$ cat src/rtl/defines.svh
// Shared bus widths and ALU operation/result-class encodings for the MIPS pipeline.
`ifndef EX_DEFINES_SVH
`define EX_DEFINES_SVH

`define RstEnable    1'b1
`define ZeroWord     32'h00000000
`define AluOpBus     7:0
`define AluSelBus    2:0
`define RegBus       31:0
`define RegAddrBus   4:0
`define NOPRegAddr   5'b00000

`define EXE_AND_OP   8'b00100100
`define EXE_OR_OP    8'b00100101
`define EXE_XOR_OP   8'b00100110
`define EXE_NOR_OP   8'b00100111
`define EXE_LUI_OP   8'b01011100
`define EXE_SLL_OP   8'b01111100
`define EXE_SRL_OP   8'b00000010
`define EXE_SRA_OP   8'b00000011
`define EXE_MFHI_OP  8'b00010000
`define EXE_MTHI_OP  8'b00010001
`define EXE_MFLO_OP  8'b00010010
`define EXE_MTLO_OP  8'b00010011
`define EXE_SLT_OP   8'b00101010
`define EXE_SLTU_OP  8'b00101011
`define EXE_ADD_OP   8'b00100000
`define EXE_ADDU_OP  8'b00100001
`define EXE_SUB_OP   8'b00100010
`define EXE_SUBU_OP  8'b00100011
`define EXE_MULT_OP  8'b00011000
`define EXE_MULTU_OP 8'b00011001
`define EXE_MUL_OP   8'b10101001
`define EXE_DIV_OP   8'b00011010
`define EXE_DIVU_OP  8'b00011011

`define EXE_RES_NOP         3'b000
`define EXE_RES_LOGIC       3'b001
`define EXE_RES_SHIFT       3'b010
`define EXE_RES_MOVE        3'b011
`define EXE_RES_ARITHMETIC  3'b100
`define EXE_RES_MUL         3'b101
`define EXE_RES_JUMP_BRANCH 3'b110

`endif

$ cat src/rtl/cpu_pkg.sv
// Types shared by the execute stage and its sequential divider.
package cpu_pkg;
  localparam int unsigned DIV_CNT_W = 6;

  typedef enum logic [1:0] {DIV_FREE, DIV_BYZERO, DIV_ON, DIV_END} div_state_t;

  typedef struct packed {
    logic        signed_op;
    logic [31:0] dividend;
    logic [31:0] divisor;
  } div_req_t;
endpackage

$ cat src/rtl/ex_div.sv
// Restoring shift-subtract divider, one quotient bit per cycle, start/ready handshake.
// Holds the result in END while hold is asserted.
module div
  import cpu_pkg::*;
#(
  parameter int unsigned DIV_ITER = 32
) (
  input  logic        clk,
  input  logic        rst,
  input  logic        start,
  input  logic        hold,
  input  div_req_t    req,
  output logic        ready,
  output logic [31:0] quotient,
  output logic [31:0] remainder
);

  div_state_t state, state_next;
  logic [31:0] divisor_q, dividend_q, quotient_q;
  logic [DIV_CNT_W-1:0] cnt_q;
  logic neg_quo_q, neg_rem_q;
  logic [32:0] shifted, trial;
  logic last_iter;

  assign shifted   = {dividend_q, quotient_q[31]};
  assign trial     = shifted - {1'b0, divisor_q};
  assign last_iter = (cnt_q == DIV_CNT_W'(DIV_ITER - 1));

  always_ff @(posedge clk) begin
    if (rst) state <= DIV_FREE;
    else     state <= state_next;
  end

  always_comb begin
    state_next = state;
    unique case (state)
      DIV_FREE:   if (start) state_next = (req.divisor == '0) ? DIV_BYZERO : DIV_ON;
      DIV_BYZERO: state_next = DIV_END;
      DIV_ON:     if (last_iter) state_next = DIV_END;
      DIV_END:    if (!hold) state_next = DIV_FREE;
    endcase
  end

  // Operands are stored as magnitudes; signs are reapplied on the output side.
  always_ff @(posedge clk) begin
    if (rst) begin
      divisor_q  <= '0;
      dividend_q <= '0;
      quotient_q <= '0;
      cnt_q      <= '0;
      neg_quo_q  <= 1'b0;
      neg_rem_q  <= 1'b0;
    end else begin
      case (state)
        DIV_FREE: if (start) begin
          divisor_q  <= (req.signed_op && req.divisor[31])  ? -req.divisor  : req.divisor;
          quotient_q <= (req.signed_op && req.dividend[31]) ? -req.dividend : req.dividend;
          dividend_q <= '0;
          cnt_q      <= '0;
          neg_quo_q  <= req.signed_op & (req.dividend[31] ^ req.divisor[31]);
          neg_rem_q  <= req.signed_op & req.dividend[31];
        end
        DIV_BYZERO: begin
          dividend_q <= '0;
          quotient_q <= '0;
        end
        DIV_ON: begin
          if (trial[32]) begin
            dividend_q <= shifted[31:0];
            quotient_q <= {quotient_q[30:0], 1'b0};
          end else begin
            dividend_q <= trial[31:0];
            quotient_q <= {quotient_q[30:0], 1'b1};
          end
          cnt_q <= cnt_q + 1'b1;
        end
        default: ;
      endcase
    end
  end

  assign ready     = (state == DIV_END);
  assign quotient  = neg_quo_q ? -quotient_q : quotient_q;
  assign remainder = neg_rem_q ? -dividend_q : dividend_q;

endmodule

$ cat src/rtl/ex.sv
// Execute stage: ALU result mux, HI/LO write generation and divider stall control.
// Optional EX_MULT_EN enables single-cycle MULT/MULTU/MUL.
`include "defines.svh"

module ex
  import cpu_pkg::*;
#(
  parameter int unsigned DIV_ITER = 32
) (
  input  logic               clk,
  input  logic               rst,
  input  logic [`AluOpBus]   aluop_i,
  input  logic [`AluSelBus]  alusel_i,
  input  logic [`RegBus]     reg1_i,
  input  logic [`RegBus]     reg2_i,
  input  logic [`RegAddrBus] wd_i,
  input  logic               wreg_i,
  input  logic [`RegBus]     link_address_i,
  input  logic               is_in_delayslot_i,
  input  logic [`RegBus]     hi_i,
  input  logic [`RegBus]     lo_i,
  input  logic               ex_hold_i,
  output logic [`RegAddrBus] wd_o,
  output logic               wreg_o,
  output logic [`RegBus]     wdata_o,
  output logic               whilo_o,
  output logic [`RegBus]     hi_o,
  output logic [`RegBus]     lo_o,
  output logic               is_in_delayslot_o,
  output logic               stallreq_o
);

  logic [`RegBus] logic_res, shift_res, move_res, arith_res, sum;
  logic           is_sub, ov_suppress, div_op, div_ready;
  logic [`RegBus] div_quo, div_rem;
  div_req_t       div_req;

  always_comb begin
    logic_res = '0;
    case (aluop_i)
      `EXE_AND_OP:             logic_res = reg1_i & reg2_i;
      `EXE_OR_OP, `EXE_LUI_OP: logic_res = reg1_i | reg2_i;
      `EXE_XOR_OP:             logic_res = reg1_i ^ reg2_i;
      `EXE_NOR_OP:             logic_res = ~(reg1_i | reg2_i);
      default:                 logic_res = '0;
    endcase
  end

  always_comb begin
    shift_res = '0;
    case (aluop_i)
      `EXE_SLL_OP: shift_res = reg2_i << reg1_i[4:0];
      `EXE_SRL_OP: shift_res = reg2_i >> reg1_i[4:0];
      `EXE_SRA_OP: shift_res = $signed(reg2_i) >>> reg1_i[4:0];
      default:     shift_res = '0;
    endcase
  end

  always_comb begin
    move_res = '0;
    case (aluop_i)
      `EXE_MFHI_OP: move_res = hi_i;
      `EXE_MFLO_OP: move_res = lo_i;
      default:      move_res = '0;
    endcase
  end

  assign is_sub = (aluop_i == `EXE_SUB_OP) || (aluop_i == `EXE_SUBU_OP);
  assign sum    = is_sub ? (reg1_i - reg2_i) : (reg1_i + reg2_i);

  // Signed overflow: add of like signs, or subtract of unlike signs, flipping the sign.
  assign ov_suppress =
      ((aluop_i == `EXE_ADD_OP) && (reg1_i[31] == reg2_i[31]) && (sum[31] != reg1_i[31])) ||
      ((aluop_i == `EXE_SUB_OP) && (reg1_i[31] != reg2_i[31]) && (sum[31] != reg1_i[31]));

  always_comb begin
    arith_res = '0;
    case (aluop_i)
      `EXE_ADD_OP, `EXE_ADDU_OP, `EXE_SUB_OP, `EXE_SUBU_OP: arith_res = sum;
      `EXE_SLT_OP:  arith_res = {31'b0, $signed(reg1_i) < $signed(reg2_i)};
      `EXE_SLTU_OP: arith_res = {31'b0, reg1_i < reg2_i};
      default:      arith_res = '0;
    endcase
  end

`ifdef EX_MULT_EN
  logic        mult_signed;
  logic [63:0] op1_ext, op2_ext, prod;
  assign mult_signed = (aluop_i != `EXE_MULTU_OP);
  assign op1_ext     = mult_signed ? {{32{reg1_i[31]}}, reg1_i} : {32'b0, reg1_i};
  assign op2_ext     = mult_signed ? {{32{reg2_i[31]}}, reg2_i} : {32'b0, reg2_i};
  assign prod        = op1_ext * op2_ext;
`endif

  assign div_op  = (aluop_i == `EXE_DIV_OP) || (aluop_i == `EXE_DIVU_OP);
  assign div_req = '{signed_op: (aluop_i == `EXE_DIV_OP), dividend: reg1_i, divisor: reg2_i};

  div #(.DIV_ITER(DIV_ITER)) u_div (
    .clk       (clk),
    .rst       (rst),
    .start     (div_op),
    .hold      (ex_hold_i),
    .req       (div_req),
    .ready     (div_ready),
    .quotient  (div_quo),
    .remainder (div_rem)
  );

  assign is_in_delayslot_o = is_in_delayslot_i;

  always_comb begin
    wd_o       = wd_i;
    wreg_o     = wreg_i;
    wdata_o    = `ZeroWord;
    whilo_o    = 1'b0;
    hi_o       = `ZeroWord;
    lo_o       = `ZeroWord;
    stallreq_o = 1'b0;
    if (rst == `RstEnable) begin
      wd_o   = `NOPRegAddr;
      wreg_o = 1'b0;
    end else begin
      case (alusel_i)
        `EXE_RES_LOGIC:       wdata_o = logic_res;
        `EXE_RES_SHIFT:       wdata_o = shift_res;
        `EXE_RES_MOVE:        wdata_o = move_res;
        `EXE_RES_ARITHMETIC:  wdata_o = arith_res;
`ifdef EX_MULT_EN
        `EXE_RES_MUL:         wdata_o = prod[31:0];
`endif
        `EXE_RES_JUMP_BRANCH: wdata_o = link_address_i;
        default:              wdata_o = `ZeroWord;
      endcase
      if (ov_suppress) wreg_o = 1'b0;
      case (aluop_i)
        `EXE_MTHI_OP: begin
          whilo_o = 1'b1;
          hi_o    = reg1_i;
          lo_o    = lo_i;
        end
        `EXE_MTLO_OP: begin
          whilo_o = 1'b1;
          hi_o    = hi_i;
          lo_o    = reg1_i;
        end
`ifdef EX_MULT_EN
        `EXE_MULT_OP, `EXE_MULTU_OP: begin
          whilo_o = 1'b1;
          hi_o    = prod[63:32];
          lo_o    = prod[31:0];
        end
`else
        `EXE_MULT_OP, `EXE_MULTU_OP, `EXE_MUL_OP: wreg_o = 1'b0;
`endif
        `EXE_DIV_OP, `EXE_DIVU_OP: begin
          stallreq_o = !div_ready;
          whilo_o    = div_ready;
          if (div_ready) begin
            hi_o = div_rem;
            lo_o = div_quo;
          end
        end
        default: ;
      endcase
    end
  end

endmodule

$ cat config.mk
export PLATFORM = sky130hd
export DESIGN_NAME = ex
export DESIGN_NICKNAME = d
export VERILOG_FILES = /design/src/rtl/cpu_pkg.sv /design/src/rtl/ex_div.sv /design/src/rtl/ex.sv
export VERILOG_INCLUDE_DIRS = /design/src /design/src/rtl
export SDC_FILE = /design/constraint.sdc
export NUM_CORES = 1
export LEC_CHECK = 0
export CAP_MARGIN = 20
export CORE_ASPECT_RATIO = 2
export CORE_UTILIZATION = 45
export CTS_BUF_LIST = sky130_fd_sc_hd__clkbuf_2
export CTS_CLUSTER_DIAMETER = 150
export DETAILED_ROUTE_END_ITERATION = 8
export PLACE_DENSITY = 0.78
export REMOVE_ABC_BUFFERS = 1
export SLEW_MARGIN = 40
export SYNTH_ARGS = -nofsm -noshare
export SYNTH_HDL_FRONTEND = slang
export SYNTH_SLANG_ARGS = --single-unit
$ cat constraint.sdc
create_clock -name clk -period 7.9 [get_ports clk]
set_input_delay 1.58 -clock clk [delete_from_list [all_inputs] [get_ports clk]]
set_output_delay 1.58 -clock clk [all_outputs]
set_load 0.01 [all_outputs]
### Yosys cells after proc, flatten, opt, wreduce, memory -nomap -nowiden

Index checks and enable logic that the tools add are counted.

* output and inout bits: 105
* input bits: 181
* word-level logic and storage cells: 126
* register bits: 106

* shift operators: 3
* mux-type cells: 38
* reduce and logical (&&, ||, !) cells: 23
* bitwise logic cells: 7
* equality and inequality tests: 38
* add/sub/neg operators: 8
* $lt $le $gt $ge: 2

Operators by type and width (number)
* 32-bit case mux with 3 select lines: 6
* 32-bit two-way mux: 13
* 32-bit case mux with 5 select lines: 1
* 32-bit negator: 4
* 32-bit case mux with 4 select lines: 1
* 8-bit by 6-bit equality test with 1-bit output, second input constant: 10
* 8-bit by 5-bit equality test with 1-bit output, second input constant: 8
* 32-bit less-than comparator: 2
* 32-bit case mux with 2 select lines: 1
* 33-bit by 32-bit subtractor with 33-bit output: 1
* 32-bit adder: 1
* 32-bit AND: 1
* 32-bit logical NOT: 1
* 32-bit NOT: 1
* 32-bit OR: 1
* 32-bit by 5-bit << shifter with 32-bit output: 1
* 32-bit by 5-bit >> shifter with 32-bit output: 1
* 32-bit by 5-bit >>> shifter with 32-bit output: 1
* 32-bit subtractor: 1
* 32-bit bitwise XOR: 1
* 8-bit by 2-bit equality test with 1-bit output, second input constant: 2
* 8-bit by 7-bit equality test with 1-bit output, second input constant: 2
* 6-bit case mux with 2 select lines: 1
* 8-bit equality test, second input constant: 1
* other kinds (30): 56

### Logic depth before layout (Yosys ltp)

* depth after elaboration: 9
* depth in mapped cells: 16
* depth with buffers taken out: 14

### Hierarchy

Synthesis repeated with hierarchy kept, for this count alone.

* cell total of the unflattened synthesis: 2807
* area total of the unflattened synthesis: 19618.8 µm²

Modules (own cells, without submodules)
* ex: sequential area each 0.0 µm², times used 1, area an instance 10915.5 µm², cells an instance 1646
* div: sequential area each 2122.0 µm², times used 1, area an instance 8703.3 µm², cells an instance 1161

### Worst setup path before layout

No wires, ideal clock.

* path kind: input -> output
* start point: input reg1_i[2]
* end point: output wdata_o[28]
* arrival time: 5556 ps
* slack: 764 ps
* cell stages on the path: 16
* path buffers: 4
* data required time: 6320 ps
* cells stage by stage: clkbuf_1 -> clkinv_1 -> buf_1 -> clkbuf_1 -> buf_1 -> ha_1 -> nor2b_1 -> o21bai_1 -> a21oi_1 -> o41a_1 -> o21ai_1 -> a21oi_1 -> o41ai_2 -> o21ai_1 -> a2111oi_0 -> a311o_1

* cells in the longest elaborated chain, start to end: 5
* elaborated cells on any way between the ends: 10
* classes of those cells: add/sub: 2; shift: 3; mux: 5

Ends and longest elaborated chain
* from (decl): line ex.sv:14 `` input logic [`RegBus] reg1_i, ``
* 32-bit adder / 32-bit subtractor (equally long branches): line ex.sv:69 `assign sum = is_sub ? (reg1_i - reg2_i) : (reg1_i + reg2_i);`
* 32-bit two-way mux: line ex.sv:69
* 32-bit case mux with 3 select lines: line ex.sv:78 `case (aluop_i)`
* 32-bit case mux with 5 select lines (*): line ex.sv:123 `case (alusel_i)`
* 32-bit two-way mux (*): line ex.sv:119 `` if (rst == `RstEnable) begin ``
* to (decl): line ex.sv:25 `` output logic [`RegBus] wdata_o, ``

Mark *: on every way between the ends. The rest lies on a longest branch, timed or not.

### Worst setup path in the final report

* start point: input reg2_i[17]
* end point: output wreg_o

* cells in the longest elaborated chain, start to end: 8
* elaborated cells on any way between the ends: 10
* classes of those cells: add/sub: 2; eq/ne: 1; mux: 4; reduce/logical: 3

Ends and longest elaborated chain
* from (decl): line ex.sv:15 `` input logic [`RegBus] reg2_i, ``
* 32-bit adder / 32-bit subtractor (equally long branches): line ex.sv:69
* 32-bit two-way mux (*): line ex.sv:69
* 1-bit != test (*): line ex.sv:73, ex.sv:74
* 1-bit logical AND, on equally long branches: line ex.sv:73, ex.sv:74
* 1-bit logical OR (*): line ex.sv:73 `` ((aluop_i == `EXE_ADD_OP) && (reg1_i[31] == reg2_i[31]) && (sum[31] != reg1_i[31])) || ``
* 1-bit two-way mux (*): line ex.sv:134 `if (ov_suppress) wreg_o = 1'b0;`
* 1-bit two-way mux (*): line ex.sv:135 `case (aluop_i)`
* 1-bit two-way mux (*): line ex.sv:119
* to (decl): line ex.sv:24 `output logic wreg_o,`

Marks and branches as above.

==> flow_summary.yaml <==
cts:
  cts_tree: "done"
  clkTransAtPathRegs_ns: 0.31
  cts_htree_levels: 3
  max-clock-path-buffers: 2
  post_cts_buffers: 0
  cts_inserted_buffers: 9
  cts.sink_count: 106
  cts_root_buf: "clkbuf_2"
  insertion_delay_ns: 0.68
drt:
  route.detailed.drc: 0
  vias: 24233
  wl_per_cell_um: 30.38
  viasPerCell: 6.844
  antenna_left: 0
  wl_um: 107600
  initialDrtViolationCount: 2211
  drtPass1Iterations: 8
sta:
  rsz0062_at_grt: "false"
  tightestPinTransition_ns: 0.9702
  fmax_ghz: 0.1297
  setup_viol: 0
  hold_viol_final: 0
  fin_crit_sh_pct: 97.57
  finalCriticalPeriod_ns: 7.708
  slew_headroom_pct: 34.93
  tns_ns: 0
  setup_ws_ns: 0.1917
  slew_viol_final: 0
  skew_ns: 0.04504
synth:
  synth-edff-count: 0
  synth_top_cell_by_area: "dfxtp_1"
  ys_ff_latch: 106
  netlist_area_mm2: 0.01936
  yosysUniqueCellTypes: 91
  ys_seq_area_share_pct: 10.96
  synth_area_leaders: "dfxtp_1 11%, ha_1 8.8%, a21oi_1 6.0%, mux2i_1 5.8%, nor2_1 5.4%"
  yosysWarnings: 0
  postSynthCellCount: 2768
  synth_common_cells: "278 x nor2_1, 239 x nand2_1, 232 x a21oi_1"
  yosysTopAreaCellShare_pct: 10.96
  syn_avg_cell_area_um2: 6.994
  synth_top_flop_cell: "dfxtp_1"
  synthMostInstantiatedCell: "nor2_1"
  synthArstFlopShare_pct: 0
worst_setup_path:
  start_kind: "input pin"
  rrSetupSlack_ns: 3.43
  slowest_stage: "or4_1"
  cp.required_ns: 6.32
  cpPeakStageDelay_ns: 0.65
  cp.arrival_ns: 6.13
  r2r_start: "u_div.quotient_q[31]$_SDFFE_PP0P_"
  path_class: "in2out"
  path_cells: "clkdlybuf4s50_1, inv_1, ha_1, or4_1, or3_1, a2111oi_0, nand3b_1, nand3b_1, o211a_1, mux2i_1, a2111o_1, nor4b_1, clkdlybuf4s50_1"
  worstSetupEndpointType: "primary output"
  startpoint: "reg2_i[17]"
  crit_fanout: 5
floorplanning:
  ios: 286
  rows: 107
  start_util_pct: 45.47
  dieArea_mm2: 0.04391
  die_w_um: 148.7
  die_h_um: 295.3
  core_mm2: 0.04257
worst_hold_path:
  hp-start: "u_div.divisor_q[0]$_SDFFE_PP0P_"
  worstHoldPathType: "reg2reg"
finish:
  final_layout_size_suffix_gt1_share_pct: 9.772
  area_delta_synth_final_pct: 21.09
  final_core_util_pct: 55.07
  fin_nets: 3303
  stdcell_count: 3541
status:
  status: "completed"
pwr:
  p_leak_nw: 8.927
  power.total_mw: 3.049
  peakVddDrop_mv: 0.1944
  powerDensity_mw_per_mm2: 130.1
placed_design:
  numPortBuffers: 283
  numPlacedInstances: 3516
  gp_congestion: 1.121
  dp_slack_ns: 0.2824
  dp_hpwl_um: 85420
global_route:
  grt_util_all_layers_pct: 48.06
  grt_max_degree: 73
  grt.overflow.total: 0
  antenna_found_initial: 10
  grt_pass1_vias: 23565
  grt_pass1_wl_um: 153600
flow_run:
  cap_violations: 0
==> state kept, by name, summed over array words and instances, names as in the netlist <==
register	count
u_div.state	2
u_div.quotient_q	32
u_div.cnt_q	6
u_div.dividend_q	32
u_div.neg_quo_q	1
u_div.divisor_q	32
u_div.neg_rem_q	1
==> placed cells by master, fill, tap and decap left out, types with 77 or more instances in the layout <==
| cell | count |
|---|---|
| mux2i_1 | 111 |
| dfxtp_1 | 105 |
| ha_1 | 136 |
| nor2_1 | 271 |
| clkdlybuf4s50_1 | 276 |
| nand2_1 | 238 |
| xor2_1 | 82 |
| inv_1 | 136 |
| a21oi_1 | 229 |
| buf_4 | 153 |
| o22ai_1 | 77 |
| o21ai_0 | 150 |
| xnor2_1 | 93 |
==> path summary, 6_finish.rpt <==
check                                 endpoint  depth (start not counted)
max                                     wreg_o                         13
min            u_div.divisor_q[0]$_SDFFE_PP0P_                          2
max reg2reg  u_div.dividend_q[13]$_SDFFE_PP0P_                         15
min reg2reg    u_div.divisor_q[0]$_SDFFE_PP0P_                          2
==> worst max-delay path, delay by kind of cell <==
family | cells | cell delay, ns
and+or+nand+nor | 5 | 1.82
AOI/OAI and AO/OA | 3 | 0.99
muxes | 1 | 0.14
buffers and inverters | 3 | 1.32
adders and majority gates | 1 | 0.30
==> repair_timing <==
item,CTS,global route
endpoints found under the setup margin,0,1
endpoints found under the hold margin,0,0
gates resized for setup,0,1
hold buffers,0,0
==> stage by stage <==
stage	hold WS [ns]	area, um2
6_report	0.4882	23440
3_5_place_dp	0.4598	23260
4_1_cts	0.4874	23380
3_3_place_gp	0.4526	23240
2_1_floorplan	0.4258	18470
5_1_grt	0.5016	23440
==> kinds of logic (layout without fill, tap and decap cells) <==
kind of cell	Yosys count	after routing	share of synthesized area, %
adder cells (fa/ha/maj)	139	139	9.100
buffers and inverters	371	591	7.284
other	0	8	0
multiplexers	161	161	11.20
flip-flops	106	106	10.96
AND/OR/NAND/NOR	871	871	21.48
AO/OA/AOI/OAI	944	944	32.01
XOR/XNOR	176	176	7.962
==> layer usage <==
metal | vias to the layer above | GRT usage [%] | wire length, um
met2 | 1561 | 79.56 | 50310
met3 | 527 | 10.06 | 8792
met1 | 11477 | 48.36 | 35680
met4 | 4 | 50.29 | 12750
met5 | - | 0 | 21
li1 | 10664 | - | -
==> layout make-up <==
| type | instances | area (um2) |
|---|---|---|
| multi-input cells | 2291 | 15990 |
| diodes | 8 | 20.02 |
| flip-flops and latches | 106 | 2123 |
| repair buffers | 437 | 3991 |
| well taps | 545 | 681.9 |
| inverters | 138 | 518.0 |
| clock buffers | 10 | 50.05 |
| clock inverters | 6 | 72.57 |
| fillers | 4142 | 19130 |
==> report_power, final <==
group | switching [mW] | internal, mW | leakage, nW
Sequential | 0.119 | 0.616 | 0.861
Clock | 0.203 | 0.0781 | 0.0732
Combinational | 1.32 | 0.713 | 7.99
Total | 1.64 | 1.41 | 8.93
No activity file was read; power rests on OpenSTA's default activity.
